File: config.mk
export PLATFORM = sky130hd
export DESIGN_NAME = alu_sequencer
export DESIGN_NICKNAME = d
export VERILOG_FILES = /design/src/rtl/alu_sequencer.sv
export SDC_FILE = /design/constraint.sdc
export NUM_CORES = 1
export LEC_CHECK = 0
export CORE_MARGIN = 2
export CORE_UTILIZATION = 54
export CTS_BUF_LIST = sky130_fd_sc_hd__clkbuf_8
export CTS_CLUSTER_DIAMETER = 100
export CTS_CLUSTER_SIZE = 24
export DETAILED_ROUTE_END_ITERATION = 10
export PLACE_DENSITY = 0.9
export SLEW_MARGIN = 10
export SYNTH_ARGS = -nofsm -noshare
export SYNTH_HDL_FRONTEND = slang
export SYNTH_SLANG_ARGS = --single-unit
File: constraint.sdc
create_clock -name clk -period 6 [get_ports clk]
set_input_delay 1.2 -clock clk [delete_from_list [all_inputs] [get_ports clk]]
set_output_delay 1.2 -clock clk [all_outputs]
set_load 0.005 [all_outputs]
File: src/rtl/alu_sequencer.sv
// Three-state controller that feeds an external 16-bit ALU from an internal 8x16
// register file and writes each result back, one instruction per three cycles.
module alu_sequencer #(
   parameter int DATA_W  = 16,
   parameter bit R0_ZERO = 1'b1
) (
   input  logic              clk,
   input  logic              rst,
   input  logic              instr_valid,
   output logic              instr_ready,
   input  logic [15:0]       instr,
   output logic [DATA_W-1:0] alu_in0,
   output logic [DATA_W-1:0] alu_in1,
   output logic [2:0]        alu_op,
   input  logic [DATA_W-1:0] alu_out,
   output logic              done,
   output logic [2:0]        done_rd,
   output logic              zero,
   input  logic [2:0]        dbg_addr,
   output logic [DATA_W-1:0] dbg_data
);

   typedef enum logic [1:0] {
      IDLE = 2'd0,
      EXEC = 2'd1,
      WB   = 2'd2
   } state_t;

   state_t            state;
   logic [15:0]       instr_q;
   logic [DATA_W-1:0] result;
   logic [DATA_W-1:0] regs [0:7];
   logic [2:0]        op_q;
   logic [2:0]        rd_q;
   logic [DATA_W-1:0] imm_q;

   function automatic logic [DATA_W-1:0] read_reg(input logic [2:0] addr);
      if (R0_ZERO && (addr == 3'd0)) begin
         return {DATA_W{1'b0}};
      end
      return regs[addr];
   endfunction

   assign op_q        = instr_q[15:13];
   assign rd_q        = instr_q[12:10];
   assign imm_q       = {{(DATA_W-10){1'b0}}, instr_q[9:0]};
   assign instr_ready = (state == IDLE) && !rst;
   assign dbg_data    = read_reg(dbg_addr);

   // Sequencer FSM, register file and all registered outputs
   always_ff @(posedge clk or posedge rst) begin
      if (rst) begin
         state   <= IDLE;
         instr_q <= 16'h0000;
         result  <= {DATA_W{1'b0}};
         done    <= 1'b0;
         done_rd <= 3'd0;
         zero    <= 1'b0;
         alu_in0 <= {DATA_W{1'b0}};
         alu_in1 <= {DATA_W{1'b0}};
         alu_op  <= 3'd0;
         for (int i = 0; i < 8; i++) begin
            regs[i] <= {DATA_W{1'b0}};
         end
      end else begin
         done <= 1'b0;
         case (state)
            IDLE: begin
               if (instr_valid) begin
                  // Operands are registered at accept so they appear during EXEC;
                  // the previous write-back has already landed by this edge.
                  instr_q <= instr;
                  alu_in0 <= read_reg(instr[9:7]);
                  alu_in1 <= read_reg(instr[6:4]);
                  alu_op  <= instr[15:13];
                  state   <= EXEC;
               end
            end
            EXEC: begin
               result  <= (op_q == 3'b111) ? imm_q : alu_out;
               alu_in0 <= {DATA_W{1'b0}};
               alu_in1 <= {DATA_W{1'b0}};
               alu_op  <= 3'd0;
               state   <= WB;
            end
            WB: begin
               if (!(R0_ZERO && (rd_q == 3'd0))) begin
                  regs[rd_q] <= result;
               end
               zero    <= (result == {DATA_W{1'b0}});
               done    <= 1'b1;
               done_rd <= rd_q;
               state   <= IDLE;
            end
            default: begin
               state <= IDLE;
            end
         endcase
      end
   end

endmodule

==> impl_metrics.toml, run 1 <==
[run_status]
outcome = "complete, no violations"

[grt]
grt_use_met3 = 0.08115
grt_pass1_vias = 7620
gr-total-overflow = 0
antenna_found_initial = 0
grt_max_degree = 107
use_met2 = 0.4351
grtUsageTotal = 0.2819
grt_util_met1 = 0.3801
grt_pass1_wl_um = 42380
top_usage_layer = "met2"

[sta]
setup_viol = 0
finalMaxSlewViolations = 0
hold_slack_ps = 484.1
max_slew.worst_pin.slew_ps = 1340
tns_ps = 0
finalCritPeriodShare = 0.7746
relSlewSlack = 0.1054
hold_viol = 0
fmax_mhz = 215.2
period_needed_ps = 4648
rsz0062_at_grt = "no"
finClkSkew_ps = 12.20
layout_setup_ws_ps = 1352

[detailed_routing]
ant_nets = 0
drtPass1Iterations = 6
vias = 7552
drt_iter0_markers = 963
avgViaCountPerCell = 6.719
post_drt_wl_per_cell_um = 23.88
remaining_drc_errors = 0
drt_wl_total_um = 26840

[yosys]
synth_seq_cells = 186
synth_flop_cell = "dfrtp_1"
syn_area_per_cell_um2 = 11.96
synth_edf_count = 0
seq_area_frac_synth = 0.4744
yosysUniqueCellTypes = 39
async_reset_ff_frac = 1.000
synth_warnings = 0
syn-num-nets = 858
syn_inst = 820
synth_area_mm2 = 0.009811

[placement]
dp.cells = 1092
io_buffers = 94
dp_hpwl_um = 16190
place.gp.congestion = 0.8547
dp_slack_ps = 1368

[floorplan]
die-area_mm2 = 0.01926
io_pins = 95
core-area_mm2 = 0.01790
rows = 49
die_x_um = 138.8
dieHeight_um = 138.8
initial_utilization = 0.5480

[layout]
drive_gt1_frac = 0.2715
fill_cells = 1341
layout.nets = 920
final_cell_mix = "dfrtp_1, mux2_2, nand2_1"
stdcell_count = 1124
area_delta_synth_final_pct = 14.86
antenna_cells = 0
final_common_cell = "dfrtp_1"

[clock_network]
cts.sinks = 186
cts_tree = "built"
clkTransAtPathRegs_ps = 90
worstSkewPairLatency_ps = 500
cts_hold_buf = 0
cts_resized = 0
cts_buffers = 17
cts-htree-levels = 4
clk_path_buf_depth = 2
cts_root_buffer = "clkbuf_8"
post-cts-setup-buffer-count = 0

[flow_run]
maxCapViolations = 0

[critical_path]
crit_path_max_fanout = 9
cp-end-kind = "output pin"
worstSetupPathType = "in2out"
startpoint_type = "primary input"
required_ps = 4800
crit_buf_inv = 4
critPathMaxStageDelay_ps = 760
critPathTopFamily = "buffers and inverters"
cp.arrival_ps = 3450
crit_path_top_delay_cell = "clkdlybuf4s50_1"
cp_cell_sequence = "clkdlybuf4s50_1, buf_4, nor2b_1, buf_4, a221oi_1, a21oi_1, clkdlybuf4s50_1"

[worst_hold_path]
hp-class = "reg2reg"

[power_and_ir_drop]
p_leak_nw = 5.105
ir_drop_uv = 245.1
power_density_mw_per_mm2 = 392.5
[cells in the mapped netlist, types with 3 or more instances]
cell      instances  area share
dfrtp_1         186        0.47
mux2_2          135        0.15
nand2_1          95       0.036
mux2i_1          48       0.049
clkbuf_1         42       0.016
nand3_1          39       0.020
mux4_2           36       0.083
a221oi_1         33       0.029
inv_1            29       0.011
o21ai_0          27       0.014
nor2b_1          22       0.014
a21oi_1          19      0.0097
o31ai_1          18       0.014
buf_2            17      0.0087
o22ai_1          12      0.0077
o32ai_1          12       0.011
mux2_4           10       0.015
buf_4             5      0.0038
nand2b_1          4      0.0026
nor4_1            4      0.0026
a22o_1            3      0.0027
nor2_1            3      0.0011
[worst min-delay path, delay by kind of cell (launching register included)]
family / cells / cell delay [ps]
flip-flops: 1 / 350
AND/OR/NAND/NOR: 2 / 100
[state kept, by name, summed over array words and instances (netlist names)]
name	cells
done	1
result	16
done_rd	3
state	2
alu_in0	16
alu_op	3
zero	1
alu_in1	16
regs	112
instr_q	16
[per-layer routing]
metal	part of all wire	vias up	routed length (um)
met5	0	-	0
met4	0.036	0	953
met3	0.10	106	2767
met2	0.47	488	12720
met1	0.39	3812	10390
li1	-	3146	-
[cell type report]
class                           instances  area, um2  area share
Clock buffer                           19      261.5     0.02321
Clock inverter                         13      145.1     0.01288
Inverter                               31      125.1     0.01110
Multi-Input combinational cell        534       4717      0.4186
Sequential cell                       186       4654      0.4131
Tap cell                              229      286.5     0.02543
Timing Repair Buffer                  112       1079     0.09571
[through the flow]
stage          instance area (um2)  power (mW)    util
2_1_floorplan                 9814       2.954       -
3_3_place_gp                 10860       3.430  0.6067
3_5_place_dp                 10860       3.525  0.6067
4_1_cts                      11270       4.387  0.6294
5_1_grt                      11270       4.635  0.6294
6_report                     11270       4.422  0.6294
[logic make-up after synthesis]
group / Yosys count / share of synthesized area
compound gates: 126 / 0.08928
mux: 230 / 0.3030
flops: 186 / 0.4744
simple gates: 178 / 0.08723
buf+inv: 100 / 0.04604
[power breakdown]
part / switching (mW) / total (mW) / internal [mW]
Sequential: 0.508 / 2.18 / 1.68
Clock: 0.472 / 0.866 / 0.394
Combinational: 0.535 / 1.37 / 0.836
[worst paths after layout]
check / from / end / slack [ps] / cells past startpoint
setup / recovery: dbg_addr[0] / dbg_data[1] / 1350 / 7
hold / removal: instr_q[1] / instr_q[1] / 480 / 2
setup reg to reg: state[1] / alu_in1[3] / 3320 / 6
hold reg to reg: instr_q[1] / instr_q[1] / 480 / 2
max in group asynchronous: rst / regs[102] / 3700 / 3
min in group asynchronous: rst / regs[12] / 1260 / 2
Power figures use the tool's default switching activity.
==> inputs of run 2 (changes only) <==
==> constraint.sdc (replaced) <==
create_clock -name clk -period 3.7 [get_ports clk]
set_input_delay 0.74 -clock clk [delete_from_list [all_inputs] [get_ports clk]]
set_output_delay 0.74 -clock clk [all_outputs]
set_load 0.005 [all_outputs]
==> run 2 against run 1 <==
Critical path depth down 1. Utilization is 0.55 points higher. Cell area up 0.88%. Hold slack lost 2.4 ps. Largest cell class unchanged.
==> impl_metrics.toml, run 2 (synthesized netlist as in run 1, its figures left out) <==
[floorplan]
die_x_um = 138.8
core-area_mm2 = 0.01790
initial_utilization = 0.5480
io_pins = 95
rows = 49
die-area_mm2 = 0.01926
dieHeight_um = 138.8

[detailed_routing]
drt_iter0_markers = 1004
drt_wl_total_um = 26170
ant_nets = 0
met1_length_um = 10250
highest_layer = "met4"
vias = 7459
drtPass1Iterations = 5
post_drt_wl_per_cell_um = 23.06
route.met2.wl_um = 12580
avgViaCountPerCell = 6.572
remaining_drc_errors = 0
wl_met3_um = 2624

[power_and_ir_drop]
p_switching_mw = 2.399
pwr-share-comb = 0.311
switching_share = 0.3373
p_leak_nw = 5.169
ir_drop_uv = 338.0
power_density_mw_per_mm2 = 625.8
seq_power_share = 0.498
p_clk_frac = 0.191
cell_internal_pwr_mw = 4.715
power_mw = 7.114

[sta]
period_needed_ps = 3574
max_slew.worst_pin.slew_ps = 1157
fmax_mhz = 279.8
setup_viol = 0
rsz0062_at_grt = "no"
relSlewSlack = 0.2276
hold_viol = 0
tns_ps = 0
finClkSkew_ps = 12.95
finalMaxSlewViolations = 0
finalCritPeriodShare = 0.9659

[critical_path]
startpoint_type = "primary input"
cpMostUsedCell = "clkdlybuf4s50_1"
critPathTopFamily = "buffers and inverters"
critPathMaxStageDelay_ps = 600
worstSetupPathType = "in2out"
cp_cell_sequence = "clkdlybuf4s50_1, buf_12, mux2_2, a221oi_1, a21oi_1, clkdlybuf4s50_1"
crit_buf_inv = 3
required_ps = 2960
cp.arrival_ps = 2830
crit_path_max_fanout = 24
crit_path_top_delay_cell = "clkdlybuf4s50_1"
cp-end-kind = "output pin"

[layout]
final_cell_mix = "dfrtp_1, mux2_2, nand2_1"
layout.nets = 931
drive_gt1_frac = 0.2770
fill_cells = 1348
area_delta_synth_final_pct = 15.87
antenna_cells = 0
largest_reg_flops = 112
stdcell_area_mm2 = 0.01137
final_common_cell = "dfrtp_1"
top_register = "regs"

[grt]
grt_max_degree = 68
antenna_found_initial = 0
grtUsageTotal = 0.2771
grt_pass1_vias = 7421
gr-total-overflow = 0
grt_pass1_wl_um = 41610

[clock_network]
cts_tree = "built"
worstSkewPairLatency_ps = 480
clkTransAtPathRegs_ps = 90
cts.sinks = 186
cts_resized = 0
cts_root_buffer = "clkbuf_8"
cts-htree-levels = 4
cts_hold_buf = 0
post-cts-setup-buffer-count = 0
cts_buffers = 17
clk_path_buf_depth = 2

[worst_hold_path]
hp-class = "reg2reg"

[placement]
dp_hpwl_um = 16870
placed_area_mm2 = 0.01098
place.gp.congestion = 0.8746
io_buffers = 94

[flow_run]
maxCapViolations = 0

[run_status]
outcome = "complete, no violations"
==> run 2: final cells by class <==
cell class | instances | area, um2 | share of cell area
flip-flops and latches | 186 | 4654 | 0.4095
clock inverters | 13 | 126.4 | 0.01112
repair buffers | 123 | 1199 | 0.1054
well taps | 229 | 286.5 | 0.02521
inverters | 31 | 125.1 | 0.01101
clock buffers | 19 | 261.5 | 0.02300
multi-input cells | 534 | 4715 | 0.4147
==> run 2: metrics by stage <==
stage          setup WS (ps)  hold slack [ps]    util  cells
2_1_floorplan          567.5            445.0       -    820
3_3_place_gp           152.6            456.6  0.6133   1103
3_5_place_dp           139.2            462.9  0.6133   1103
4_1_cts                134.9            484.2  0.6350   1135
5_1_grt                32.92            497.7  0.6350   1135
6_report               126.1            481.6  0.6350   1135
==> run 2: worst paths after layout <==
check                       startpoint     endpoint  slack (ps)  cells after the start
min in group asynchronous          rst    regs[108]         780                      2
min reg2reg                instr_q[15]  instr_q[15]         480                      2
max reg2reg                   state[0]     regs[46]        1230                      5
min                        instr_q[15]  instr_q[15]         480                      2
max                        dbg_addr[1]  dbg_data[0]         130                      6
max in group asynchronous          rst     regs[91]        2130                      3
==> run 2: power by group through the flow <==
stage / registers, mW / clock network [mW] / logic (mW)
2_1_floorplan: 3.24 / 0 / 1.55
3_3_place_gp: 3.48 / 0 / 2.11
3_5_place_dp: 3.53 / 0 / 2.20
4_1_cts: 3.50 / 1.37 / 2.22
5_1_grt: 3.62 / 1.46 / 2.40
6_report: 3.54 / 1.36 / 2.21
==> run 2: layer usage <==
layer	up-vias	global-route usage
met5	-	0
met4	0	0.1031
met3	81	0.06526
met2	454	0.4371
met1	3759	0.3785
li1	3165	-
==> run 2: tightest hold or removal path, cell delays in order (launching register included) <==
cell     delay (ps)
dfrtp_1         350
nand2_1          50
nand2_1          50
==> inputs of run 3 (changes only) <==
--- a/config.mk
+++ b/config.mk
@@ -12,6 +12,7 @@
 export CTS_CLUSTER_SIZE = 24
 export DETAILED_ROUTE_END_ITERATION = 10
 export PLACE_DENSITY = 0.9
+export RECOVER_POWER = 50
 export SLEW_MARGIN = 10
 export SYNTH_ARGS = -nofsm -noshare
 export SYNTH_HDL_FRONTEND = slang
==> run 3 against run 2 <==
Sequential share of layout area grew 0.22 points. Global-route usage is the same. Critical path type unchanged. Critical endpoint unchanged. Critical path depth is the same. Total power shrank 0.10%. Sequential cell count is the same. Setup slack gained 0.84 ps. First-iteration DRC count shrank 10%. Largest power group unchanged. Cell area shrank 0.53%. Clock skew shrank 1.2 ps. The run now ends with max-capacitance violations, max-slew violations left. Via count shrank 0.59%.
==> impl_metrics.toml, run 3 (synthesized netlist as in run 1, its figures left out) <==
[floorplan]
dieHeight_um = 138.8
initial_utilization = 0.5480
rows = 49
die-area_mm2 = 0.01926
die_x_um = 138.8
io_pins = 95
core-area_mm2 = 0.01790

[layout]
final_cell_mix = "dfrtp_1, mux2_2, nand2_1"
drive_gt1_frac = 0.2715
area_delta_synth_final_pct = 15.25
final_common_cell = "dfrtp_1"
largest_reg_flops = 112
top_register = "regs"
antenna_cells = 0
stdcell_area_mm2 = 0.01131
layout.nets = 931

[sta]
finClkSkew_ps = 11.76
finalCritPeriodShare = 0.9657
fmax_mhz = 279.9
relSlewSlack = -0.01285
hold_viol = 0
rsz0062_at_grt = "no"
setup_viol = 0
finalMaxSlewViolations = 36
tns_ps = 0
max_slew.worst_pin.slew_ps = 1511
period_needed_ps = 3573

[flow_run]
maxCapViolations = 1

[grt]
gr-total-overflow = 0
grt_pass1_vias = 7421
grt_pass1_wl_um = 41610
grtUsageTotal = 0.2771
antenna_found_initial = 0
grt_max_degree = 68

[worst_hold_path]
holdPathStages = 2
hp-class = "reg2reg"

[clock_network]
cts-htree-levels = 4
cts.sinks = 186
clk_path_buf_depth = 2
post-cts-setup-buffer-count = 0
cts_resized = 0
cts_hold_buf = 0
cts_tree = "built"
worstSkewPairLatency_ps = 480
clkTransAtPathRegs_ps = 90
cts_root_buffer = "clkbuf_8"
cts_buffers = 17

[critical_path]
worstSetupPathType = "in2out"
required_ps = 2960
reg2reg_depth = 5
cp.arrival_ps = 2830
cp-end-kind = "output pin"
startpoint_type = "primary input"
crit_path_max_fanout = 24

[run_status]
violations = "max-capacitance violations, max-slew violations"
outcome = "finished, violations left"

[placement]
place.gp.congestion = 0.8746
dp_hpwl_um = 16870
placed_area_mm2 = 0.01098
io_buffers = 94

[detailed_routing]
remaining_drc_errors = 0
vias = 7415
drt_iter0_markers = 900
avgViaCountPerCell = 6.533
post_drt_wl_per_cell_um = 23.04
ant_nets = 0
drt_wl_total_um = 26150
drtPass1Iterations = 5

[power_and_ir_drop]
p_leak_nw = 5.132
ir_drop_uv = 336.9
power_density_mw_per_mm2 = 628.5
==> run 3: changes by cell type in the layout (fill, tap and decap cells not counted), sizes merged <==
cell and delta:
clkbuf +5, clkinvlp +1, clkinv -1, clkdlybuf4s50 -2, buf -5, dlygate4sd3 +2
==> run 3: report_power, final <==
group	internal, mW	switching, mW
Sequential	2.72	0.824
Combinational	1.36	0.843
Clock	0.627	0.733
==> run 3: critical path: stages <==
cell	delay, ps
clkdlybuf4s50_1	600
buf_12	230
mux2_2	360
a221oi_1	310
a21oi_1	120
clkdlybuf4s50_1	470
==> run 3: cell type report <==
class | instances | area (um2)
timing repair buffer | 123 | 1155
clock buffer | 19 | 261.5
sequential | 186 | 4654
inverter | 31 | 118.9
tap | 229 | 286.5
clock inverter | 13 | 126.4
fill | 1361 | 6595
multi-input combinational | 534 | 4705
==> run 3: worst paths after layout <==
path | from | end | slack (ps)
worst max-delay path | dbg_addr[1] | dbg_data[0] | 130
worst min-delay path | instr_q[15] | instr_q[15] | 480
worst max register to register | state[0] | regs[47] | 1030
worst min register to register | instr_q[15] | instr_q[15] | 480
max in group asynchronous | rst | regs[91] | 560
min in group asynchronous | rst | done_rd[1] | 1080
==> run 3: metrics by stage <==
step	std cells	hold slack [ps]	power (mW)	utilization	setup WS [ps]
2_1_floorplan	820	445.0	4.790	-	567.5
3_3_place_gp	1103	456.6	5.584	0.6133	152.6
3_5_place_dp	1103	462.9	5.739	0.6133	139.2
4_1_cts	1135	484.2	7.085	0.6350	134.9
5_1_grt	1135	497.7	7.471	0.6316	32.92
6_report	1135	484.0	7.107	0.6316	126.9
==> run 3: layer usage <==
metal / up-vias / routed length [um] / global-route usage
met5: - / 0 / 0
met4: 0 / 773 / 0.1031
met3: 83 / 2509 / 0.06526
met2: 450 / 12510 / 0.4371
met1: 3712 / 10360 / 0.3785
li1: 3170 / - / -
